<file path="config.mk">
export PLATFORM = sky130hd
export DESIGN_NAME = regfile_read_arbiter
export DESIGN_NICKNAME = d
export VERILOG_FILES = /design/src/rtl/regfile_read_arbiter.sv
export SDC_FILE = /design/constraint.sdc
export NUM_CORES = 1
export LEC_CHECK = 0
export CORE_AREA = 2 2 100 102
export DETAILED_ROUTE_END_ITERATION = 10
export DIE_AREA = 0 0 102 104
export GPL_ROUTABILITY_DRIVEN = 1
export PLACE_DENSITY = 0.64
export SLEW_MARGIN = 0
export SYNTH_ARGS = -nofsm -noshare
export SYNTH_HDL_FRONTEND = slang
export SYNTH_SLANG_ARGS = --single-unit
</file>
<file path="constraint.sdc">
create_clock -name clk -period 1.4 [get_ports clk]
set_clock_uncertainty 0.2 [all_clocks]
set_input_delay 0.21 -clock clk [delete_from_list [all_inputs] [get_ports clk]]
set_output_delay 0.21 -clock clk [all_outputs]
set_load 0.05 [all_outputs]
</file>
<file path="src/rtl/regfile_read_arbiter.sv">
// Two-port round-robin read arbiter in front of a shared 32:1 register-file read mux.
// Define REGFILE_READ_ARBITER_SCAN_EN to add a lowest-priority scan engine that reads all 32 entries.
module regfile_read_arbiter #(
  parameter int unsigned N = 32
) (
  input  logic         clk,
  input  logic         rst,
  input  logic         req_a,
  input  logic [4:0]   addr_a,
  output logic         gnt_a,
  output logic         rvalid_a,
  output logic [N-1:0] rdata_a,
  input  logic         req_b,
  input  logic [4:0]   addr_b,
  output logic         gnt_b,
  output logic         rvalid_b,
  output logic [N-1:0] rdata_b,
  output logic [4:0]   mux_s,
  output logic         mux_en,
  input  logic [N-1:0] mux_o
`ifdef REGFILE_READ_ARBITER_SCAN_EN
  ,
  input  logic         scan_start,
  output logic         scan_busy,
  output logic         scan_valid,
  output logic [4:0]   scan_idx,
  output logic [N-1:0] scan_data,
  output logic         scan_done
`endif
);

  localparam logic PortA = 1'b0;
  localparam logic PortB = 1'b1;

  logic last_gnt_q;

`ifdef REGFILE_READ_ARBITER_SCAN_EN
  typedef enum logic [0:0] {SCAN_IDLE, SCAN_RUN} scan_state_e;
  scan_state_e scan_state_q;
  logic        gnt_s;
`endif

  always_comb begin
    gnt_a  = 1'b0;
    gnt_b  = 1'b0;
    mux_s  = 5'd0;
`ifdef REGFILE_READ_ARBITER_SCAN_EN
    gnt_s  = 1'b0;
`endif
    if (rst) begin
      if (req_a && (!req_b || last_gnt_q == PortB)) begin
        gnt_a = 1'b1;
      end else if (req_b) begin
        gnt_b = 1'b1;
      end
`ifdef REGFILE_READ_ARBITER_SCAN_EN
      // One scan read in flight at a time so scan_idx names the entry being returned.
      else if (scan_state_q == SCAN_RUN && !scan_valid) begin
        gnt_s = 1'b1;
      end
`endif
    end
    if (gnt_a) begin
      mux_s = addr_a;
    end else if (gnt_b) begin
      mux_s = addr_b;
    end
`ifdef REGFILE_READ_ARBITER_SCAN_EN
    else if (gnt_s) begin
      mux_s = scan_idx;
    end
    mux_en = gnt_a | gnt_b | gnt_s;
`else
    mux_en = gnt_a | gnt_b;
`endif
  end

  always_ff @(posedge clk) begin
    if (!rst) begin
      rvalid_a   <= 1'b0;
      rvalid_b   <= 1'b0;
      rdata_a    <= '0;
      rdata_b    <= '0;
      last_gnt_q <= PortB;
    end else begin
      rvalid_a <= gnt_a;
      rvalid_b <= gnt_b;
      if (gnt_a) rdata_a <= mux_o;
      if (gnt_b) rdata_b <= mux_o;
      if (gnt_a || gnt_b) last_gnt_q <= gnt_b ? PortB : PortA;
    end
  end

`ifdef REGFILE_READ_ARBITER_SCAN_EN
  always_ff @(posedge clk) begin
    if (!rst) begin
      scan_state_q <= SCAN_IDLE;
      scan_busy    <= 1'b0;
      scan_valid   <= 1'b0;
      scan_idx     <= 5'd0;
      scan_data    <= '0;
      scan_done    <= 1'b0;
    end else begin
      scan_valid <= 1'b0;
      scan_done  <= 1'b0;
      unique case (scan_state_q)
        SCAN_IDLE: begin
          if (scan_start) begin
            scan_state_q <= SCAN_RUN;
            scan_busy    <= 1'b1;
            scan_idx     <= 5'd0;
          end
        end
        SCAN_RUN: begin
          if (gnt_s) begin
            scan_valid <= 1'b1;
            scan_data  <= mux_o;
            scan_done  <= (scan_idx == 5'd31);
          end
          // Advance only after the pulse so scan_idx stays aligned with scan_data.
          if (scan_valid) begin
            scan_idx <= scan_idx + 5'd1;
            if (scan_done) begin
              scan_state_q <= SCAN_IDLE;
              scan_busy    <= 1'b0;
            end
          end
        end
        default: scan_state_q <= SCAN_IDLE;
      endcase
    end
  end
`endif

endmodule

</file>
==> impl_metrics.py <==
metrics = {
    "pwr": {
        "p_int_w": 0.003731,
        "cellLeakagePower_nw": 2.145,
        "p_per_area_mw_per_mm2": 1040,
        "clkPwrFrac": 0.293,
        "swShare": 0.3143,
        "pwr-share-seq": 0.398,
        "peakVddDrop_v": 0.0005480,
        "netSwitchingPower_w": 0.001710,
        "comb_power_share": 0.309,
    },
    "finish": {
        "syn2layout_area_growth_pct": 99.71,
        "fin_nets": 458,
        "seq_area_mm2": 0.001343,
        "final_cell_mix": "buf_12, nand2_1, dfxtp_1, clkdlybuf4s50_1, mux2i_1",
        "drive_gt1_frac": 0.3813,
        "antenna_cells": 0,
        "layout_commonest_cell": "buf_12",
        "fin_area_mm2": 0.005230,
        "multi_input_area_mm2": 0.001267,
        "nFillCells": 847,
    },
    "synthesis": {
        "ys_top_cells_by_area": "dfxtp_1, mux2i_1, nand2_1, nand3_1, o21ai_2",
        "synth_top_area_cell": "dfxtp_1",
        "synth_mux_area_frac": 0.1223,
        "syn-num-nets": 324,
        "yosysWarnings": 0,
        "yosys.area_share.simple": 0.1892,
        "synth_cell_types": 18,
        "synth.ff_latch_count": 67,
        "synth_top_family_by_area": "simple AND/OR/NAND/NOR gates",
        "synth.avg_cell_area_um2": 9.420,
        "synth_adder_area_share": 0,
        "ys_seq_area_frac": 0.5122,
        "netlist_instances": 278,
        "syn_area_mm2": 0.002619,
        "synthXorXnorAreaFrac": 0,
        "synth_compound_area_frac": 0.1027,
        "synth_top_area_share": 0.5122,
    },
    "die": {
        "die_w_um": 102,
        "dieHeight_um": 104,
        "rows": 36,
        "num_io_pins": 120,
        "die-area_mm2": 0.01061,
        "core-area_mm2": 0.009549,
        "start_util": 0.2742,
    },
    "detailed_routing": {
        "wirelength_um": 7649,
        "ant_nets": 0,
        "vias": 2397,
        "drc": 0,
        "wl_per_cell_um": 13.91,
        "drtIter0Drc": 48,
        "first_pass_iters": 4,
        "viasPerCell": 4.358,
    },
    "setup_path": {
        "cp_data_required_time_ns": 0.99,
        "path_max_fanout": 5,
        "r2r_cells": 7,
        "crit_path_start_kind": "register",
        "worstPathArrival_ns": 1.31,
        "end_kind": "primary output",
        "path_class": "reg -> out",
    },
    "min_path": {
        "whs_path_depth": 3,
        "hp-class": "in -> reg",
    },
    "timing": {
        "fin_crit_ns": 1.721,
        "finalSetupViolations": 22,
        "layout_setup_ws_ns": -0.3208,
        "fin_tns_setup_ns": -3.069,
        "fmax_ghz": 0.5811,
        "rsz0062_at_grt": "yes",
        "final_max_slew_viol_count": 0,
        "hold_viol_final": 0,
        "tightest_slew_ns": 0.2566,
        "timing.slew.headroom": 0.8289,
        "fin_crit_sh": 1.229,
    },
    "global_routing": {
        "grt_pass1_vias": 2430,
        "overflow": 0,
        "grt_usage": 0.1473,
        "grt_pass1_wl_um": 12250,
        "antenna_found_initial": 0,
        "grt_max_degree": 40,
    },
    "clock_tree": {
        "cts_tree": "yes",
        "cts_sinks": 67,
        "clkLatencyLatePin_ns": 0.33,
        "h-tree-depth": 3,
        "cts_root_buf": "clkbuf_8",
        "cts_hold_buffers": 0,
        "cts-buffers-inserted": 9,
        "clk_pin_slew_ns": 0.07,
        "clock_path_buffers": 2,
    },
    "run_status": {
        "status": "complete, but fails checks",
        "violations": "negative setup slack",
    },
    "placement": {
        "place_congestion": 0.7321,
        "place_area_mm2": 0.004778,
        "port_buffers": 119,
        "hpwl_um": 5424,
        "dp_slack_ns": -0.5198,
    },
    "run": {
        "max_cap_violations": 0,
    },
}
[area by class of cell]
cell class	count	area share
Clock buffer	11	0.02703
Clock inverter	5	0.01005
Inverter	1	0.0007177
Multi-Input combinational cell	186	0.2423
Sequential cell	67	0.2567
Tap cell	133	0.03182
Timing Repair Buffer	147	0.4313
[cells by family after synthesis]
family / count (synthesis)
simple gates: 116
buf+inv: 25
compound gates: 38
mux: 32
flops: 67
[power by group through the flow]
stage	Combinational (W)	Sequential [W]	Clock [W]
after floorplan	0.000435	0.00255	0
after global placement	0.00157	0.00220	0
after detailed placement	0.00159	0.00221	0
after CTS	0.00167	0.00216	0.00165
after global routing	0.00175	0.00218	0.00175
final	0.00168	0.00217	0.00160
[per-stage QoR]
step                      total power (W)  cells  hold WS, ns    util
after floorplan                  0.002986    278       0.1637       -
after global placement           0.003773    527       0.2818  0.5004
after detailed placement         0.003794    527       0.2899  0.5004
after CTS                        0.005491    550      0.06629  0.5423
after global routing             0.005684    550      0.06411  0.5477
final                            0.005441    550      0.07323  0.5477
[state kept, by name, indices dropped and copies added (netlist names)]
name        count
rdata_a        32
rvalid_a        1
rdata_b        32
last_gnt_q      1
rvalid_b        1
[cell usage after synthesis]
library cell,instances
nand2_1,74
dfxtp_1,67
nand3_1,33
mux2i_1,32
o21ai_2,18
o21ai_1,14
buf_6,12
buf_2,7
o22ai_1,5
nor2_1,4
clkbuf_1,3
and3_1,2
buf_1,2
a21bo_1,1
inv_1,1
nand2_4,1
nand2b_1,1
or2b_1,1
[routing by layer]
layer / track usage / part of all wire / vias up / routed length, um
li1: - / - / 1207 / -
met1: 0.1699 / 0.41 / 1119 / 3159
met2: 0.2514 / 0.51 / 65 / 3898
met3: 0.06116 / 0.068 / 6 / 522
met4: 0.03429 / 0.0090 / 0 / 69
met5: 0 / 0 / - / 0
[timing repair]
action,CTS,global route
gates cloned,2,1
pin swaps,4,1
endpoints found under the hold margin,0,0
buffers inserted,6,2
resized for setup,36,10
setup endpoints to repair,67,63
[worst max-delay path: stages, from the launching register on]
cell	delay (ns)
dfxtp_2	0.34
a21bo_4	0.23
buf_12	0.14
o22ai_4	0.09
buf_6	0.18
[final timing paths]
kind | to | startpoint | slack, ns
hold / removal | rdata_a[23] | rst | 0.07
hold reg to reg | rdata_b[29] | rdata_b[29] | 0.30
setup / recovery | mux_s[1] | last_gnt_q | -0.32
setup reg to reg | rdata_b[18] | last_gnt_q | -0.13
Power figures use the tool's default switching activity.
